`config.mk`:
```
export PLATFORM = sky130hd
export DESIGN_NAME = xhat_block_sequencer
export DESIGN_NICKNAME = d
export VERILOG_FILES = /design/src/rtl/xhat_block_sequencer.sv
export SDC_FILE = /design/constraint.sdc
export NUM_CORES = 1
export LEC_CHECK = 0
export ABC_AREA = 0
export CORE_AREA = 2 2 89 91
export DETAILED_ROUTE_END_ITERATION = 10
export DIE_AREA = 0 0 91 93
export PLACE_DENSITY_LB_ADDON = 0.05
export SLEW_MARGIN = 20
export SYNTH_ARGS = -nofsm -noshare
export SYNTH_HDL_FRONTEND = slang
export SYNTH_SLANG_ARGS = --single-unit
export TNS_END_PERCENT = 10
```
`constraint.sdc`:
```
create_clock -name clk -period 2.81 [get_ports clk]
set_input_delay 0.843 -clock clk [delete_from_list [all_inputs] [get_ports clk]]
set_output_delay 0.843 -clock clk [all_outputs]
set_load 0.005 [all_outputs]
```
`src/rtl/xhat_block_sequencer.sv`:
```
// xhat_block_sequencer
// Tags the raw xhat sample stream with last-of-slice / last-of-block flags and
// meters the per-band d_flag stream so that the flag for band b is only released
// once the xhat stream has reached band b.
// Optional feature: define XHAT_SEQ_BLOCK_CNT_EN to add a 16-bit wrapping
// block_count output that increments once per completed block.
module xhat_block_sequencer #(
    parameter int DATA_WIDTH     = 16,
    parameter int BLOCK_SIZE_LOG = 8,
    parameter int BAND_WIDTH     = 8
) (
    input  logic                  clk,
    input  logic                  rst,
    input  logic [BAND_WIDTH-1:0] cfg_bands,
    input  logic                  cfg_valid,
    output logic                  cfg_ready,
    input  logic [DATA_WIDTH-1:0] xin_data,
    input  logic                  xin_valid,
    output logic                  xin_ready,
    output logic [DATA_WIDTH-1:0] xout_data,
    output logic                  xout_valid,
    input  logic                  xout_ready,
    output logic                  xout_last_s,
    output logic                  xout_last_b,
    input  logic                  din_data,
    input  logic                  din_valid,
    output logic                  din_ready,
    output logic                  dout_data,
    output logic                  dout_valid,
    input  logic                  dout_ready,
    output logic                  block_done
`ifdef XHAT_SEQ_BLOCK_CNT_EN
    ,
    output logic [15:0]           block_count
`endif
);

    typedef enum logic [1:0] {
        IDLE = 2'd0,
        RUN  = 2'd1,
        DONE = 2'd2
    } state_t;

    localparam logic [BLOCK_SIZE_LOG-1:0] SAMPLE_LAST = '1;

    state_t                  state;
    logic [BLOCK_SIZE_LOG-1:0] sample_cnt;
    // One bit wider than the config so the maximum band count cannot overflow
    logic [BAND_WIDTH:0]     band_cnt;
    logic [BAND_WIDTH:0]     dflag_cnt;
    logic [BAND_WIDTH-1:0]   bands_reg;

    logic running;
    logic last_s;
    logic last_b;
    logic gate;
    logic beat;
    logic dxfer;

    // Slice/block position flags and the d_flag release gate, all from registered counters
    always_comb begin
        running = (state == RUN);
        last_s  = running && (sample_cnt == SAMPLE_LAST);
        last_b  = last_s && (band_cnt == {1'b0, bands_reg});
        gate    = running && (dflag_cnt <= band_cnt) && (dflag_cnt <= {1'b0, bands_reg});
    end

    // Zero-latency stream pass-through while a block is running, fully closed otherwise
    always_comb begin
        xout_valid  = 1'b0;
        xin_ready   = 1'b0;
        xout_data   = '0;
        dout_valid  = 1'b0;
        din_ready   = 1'b0;
        dout_data   = 1'b0;
        if (running) begin
            xout_valid = xin_valid;
            xin_ready  = xout_ready;
            xout_data  = xin_data;
            dout_valid = din_valid && gate;
            din_ready  = dout_ready && gate;
            dout_data  = din_data;
        end
        beat  = xout_valid && xout_ready;
        dxfer = dout_valid && dout_ready;
    end

    assign xout_last_s = last_s;
    assign xout_last_b = last_b;
    assign cfg_ready   = (state == IDLE);
    assign block_done  = (state == DONE);

    // Block FSM with sample, band and d_flag counters
    always_ff @(posedge clk or negedge rst) begin
        if (!rst) begin
            state      <= IDLE;
            sample_cnt <= '0;
            band_cnt   <= '0;
            dflag_cnt  <= '0;
            bands_reg  <= '0;
        end else begin
            case (state)
                IDLE: begin
                    if (cfg_valid) begin
                        bands_reg  <= cfg_bands;
                        sample_cnt <= '0;
                        band_cnt   <= '0;
                        dflag_cnt  <= '0;
                        state      <= RUN;
                    end
                end
                RUN: begin
                    if (beat) begin
                        if (last_s) begin
                            sample_cnt <= '0;
                            band_cnt   <= band_cnt + 1'b1;
                        end else begin
                            sample_cnt <= sample_cnt + 1'b1;
                        end
                        if (last_b) begin
                            state <= DONE;
                        end
                    end
                    if (dxfer) begin
                        dflag_cnt <= dflag_cnt + 1'b1;
                    end
                end
                DONE: begin
                    state <= IDLE;
                end
                default: begin
                    state <= IDLE;
                end
            endcase
        end
    end

`ifdef XHAT_SEQ_BLOCK_CNT_EN
    // Completed-block counter, wraps at 16 bits
    always_ff @(posedge clk or negedge rst) begin
        if (!rst) begin
            block_count <= '0;
        end else if (state == DONE) begin
            block_count <= block_count + 16'd1;
        end
    end
`endif

endmodule

```
==> results.sh <==
export IMPL_status="finished with violations"
export IMPL_violations="setup timing"
export IMPL_seqPwrFrac=0.401
export IMPL_clock_power_share=0.205
export IMPL_use_met1=0.211
export IMPL_io_buffers=56
export IMPL_drive_above_1_share=0.219
export IMPL_cts_max_level=2
export IMPL_pin_count=57
export IMPL_syn_inst=270
export IMPL_dp_hpwl_mm=5.10
export IMPL_synth_top_area_cell="dfrtp_1"
export IMPL_ir_drop_v=0.000219
export IMPL_cts_sink_count=36
export IMPL_fill_cells=737
export IMPL_ys_seq_elements=36
export IMPL_comb_power_share=0.394
export IMPL_syn_area_mm2=0.00254
export IMPL_relSlewSlack=0.439
export IMPL_setup_viol=3
export IMPL_p_leak_nw=1.68
export IMPL_regArea_um2=901
export IMPL_cp_startpoint="dflag_cnt[7]$_DFFE_PN0P_"
export IMPL_drt_first_pass_iters=4
export IMPL_synth_common_cells="dfrtp_1 (36), nand2_1 (28), and2_1 (21)"
export IMPL_area_growth_pct=45.4
export IMPL_multiInputGateArea_mm2=0.00158
export IMPL_postSynth_asyncResetShare=1.00
export IMPL_synth_top_area_frac=0.355
export IMPL_clk_pin_slew_ns=0.08
export IMPL_met2_usage=0.283
export IMPL_r2r_end="dflag_cnt[6]$_DFFE_PN0P_"
export IMPL_ys_top_cells_by_area="dfrtp_1 (35%), ha_1 (9.8%), and2_1 (5.2%)"
export IMPL_ys_types=49
export IMPL_drt_iter0_markers=67
export IMPL_critPathCapture="dout_valid"
export IMPL_grt_busiest_layer="met2"
export IMPL_rows=32
export IMPL_avgSynthCellArea_um2=9.41
export IMPL_p_sw_frac=0.343
export IMPL_die_area_mm2=0.00846
export IMPL_cts_tree="yes"
export IMPL_tightest_slew_ns=0.841
export IMPL_ys_flop_type="dfrtp_1"
export IMPL_timing_reg2reg_worst_path_depth=8
export IMPL_remaining_drc_errors=0
export IMPL_antenna_cells=0
export IMPL_dieWidth_um=91
export IMPL_wl_per_cell_um=13.6
export IMPL_routed_wirelength_mm=6.48
export IMPL_fp_dieH_um=93
export IMPL_grt_usage=0.164
export IMPL_hold_slack_ns=0.557
export IMPL_via_count=2276
export IMPL_p_int_w=0.00115
export IMPL_vias_per_cell=4.77
export IMPL_grt_pass1_wl_mm=11.2
export IMPL_use_met3=0.0403
export IMPL_final_setup_worst_slack_ns=-0.137
export IMPL_critPathLaunchType="flop"
export IMPL_overflow=0
export IMPL_pre_cts_slack_ns=-0.345
export IMPL_clkLatencyLatePin_ns=0.29
export IMPL_cts_buffers=5
export IMPL_rrSetupSlack_ns=0.49
export IMPL_fin_crit_sh=1.05
export IMPL_grt_pass1_vias=2372
export IMPL_slew_viol_final=0
export IMPL_yosysMostFrequentCell="dfrtp_1"
export IMPL_synth_edf_count=0
export IMPL_period_minus_slack_ns=2.95
export IMPL_cp_required_ns=1.97
export IMPL_fin_area_mm2=0.00369
export IMPL_top_regs="band_cnt x9, dflag_cnt x9"
export IMPL_power_density_mw_per_mm2=476
export IMPL_clk_path_buf_depth=2
export IMPL_hold_viol_final=0
export IMPL_syn_num_nets=322
export IMPL_drtAntennaViolNets=0
export IMPL_crit_path_end_kind="output port"
export IMPL_switchingPower_w=0.000604
export IMPL_seq_area_frac_synth=0.355
export IMPL_grt_max_degree=37
export IMPL_globalplace_congestion=0.757
export IMPL_cap_violations=0
export IMPL_antenna_found_initial=0
export IMPL_rsz0062_at_grt="yes"
export IMPL_hold_class="reg2reg"
export IMPL_crit_arrival_ns=2.10
export IMPL_fin_nets=427
export IMPL_max_freq_mhz=339
export IMPL_yosysWarnings=0
export IMPL_initial_core_util=0.338
export IMPL_crit_type="reg2out"
export IMPL_core_mm2=0.00753
export IMPL_critPathMaxFanout=3
export IMPL_skew_ns=0.00570
export IMPL_clockRootBuffer="clkbuf_8"
export IMPL_rr_startpoint="dflag_cnt[6]$_DFFE_PN0P_"
export IMPL_placed_cell_area_mm2=0.00356
## critical path: stages (launching register included)
cell and delay (ns):
dfrtp_1 0.39, ha_1 0.36, and4b_1 0.24, and3_1 0.22, a211oi_4 0.27, a21oi_2 0.06, and2_1 0.15, buf_2 0.12
## per-stage QoR
step / util / total power (W) / setup TNS [ns] / cells
2_1_floorplan: - / 0.00107 / 0 / 270
3_3_place_gp: 0.473 / 0.00137 / -0.525 / 468
3_5_place_dp: 0.473 / 0.00138 / -0.688 / 468
4_1_cts: 0.489 / 0.00178 / -0.383 / 476
5_1_grt: 0.491 / 0.00191 / -0.642 / 477
6_report: 0.491 / 0.00176 / -0.366 / 477
## power by group through the flow
stage	clock [W]	sequential (W)	combinational [W]
5_1_grt	0.000392	0.000720	0.000796
2_1_floorplan	0	0.000712	0.000356
6_report	0.000361	0.000705	0.000692
4_1_cts	0.000375	0.000706	0.000696
3_3_place_gp	0	0.000707	0.000662
3_5_place_dp	0	0.000709	0.000671
## layout make-up
class,instances,area share
multi-input combinational,207,0.428
timing repair buffer,106,0.254
sequential,36,0.244
tap,102,0.0345
clock buffer,6,0.0196
inverter,19,0.0193
clock inverter,1,0.00135
## metal layers
metal | part of all wire | vias to the layer above
met1 | 0.47 | 1049
met5 | 0 | -
met2 | 0.47 | 62
met4 | 0.0079 | 0
li1 | - | 1158
met3 | 0.060 | 7
## placed cells by master (no fill, tap or decap), types with 4 or more instances in the layout
master            n
and2_1           21
ha_1             18
nor2_1           20
nand4_1           8
a211oi_1          5
xnor2_1          10
dfrtp_1          36
o21ai_0           8
buf_4            48
clkbuf_8          5
nand3_1          10
and3_1            5
mux2i_1          10
nand2b_1          7
nand2_1          28
clkdlybuf4s50_1  50
xor2_1           10
buf_2             4
inv_1            18
## cells by family (layout without fill, tap and decap cells)
group	Yosys count	in the layout	share of synthesized area
compound gates	36	36	0.129
xor+xnor	20	20	0.0689
fa+ha+maj	20	20	0.0985
buf+inv	27	132	0.0419
flops	36	36	0.355
mux	10	10	0.0394
simple gates	121	121	0.268
## worst min path at each step
stage | startpoint | slack [ns] | to | cells past startpoint
CTS | sample_cnt[7]$_DFFE_PN0P_ | 0.56 | sample_cnt[7]$_DFFE_PN0P_ | 2
global placement | sample_cnt[7]$_DFFE_PN0P_ | 0.54 | sample_cnt[7]$_DFFE_PN0P_ | 2
global route | sample_cnt[7]$_DFFE_PN0P_ | 0.59 | sample_cnt[7]$_DFFE_PN0P_ | 2
finish | sample_cnt[1]$_DFFE_PN0P_ | 0.56 | sample_cnt[1]$_DFFE_PN0P_ | 2
floorplan | bands_reg[0]$_DFFE_PN0P_ | 0.49 | bands_reg[0]$_DFFE_PN0P_ | 2
detailed placement | sample_cnt[7]$_DFFE_PN0P_ | 0.54 | sample_cnt[7]$_DFFE_PN0P_ | 2
## repair_timing
item | CTS | global route
pin swaps | 11 | 4
hold buffers | 0 | 0
buffers inserted | 1 | 1
endpoints found under the hold margin | 0 | 0
gates resized for setup | 19 | 3
setup endpoints to repair | 3 | 6
Power figures use the tool's default switching activity.
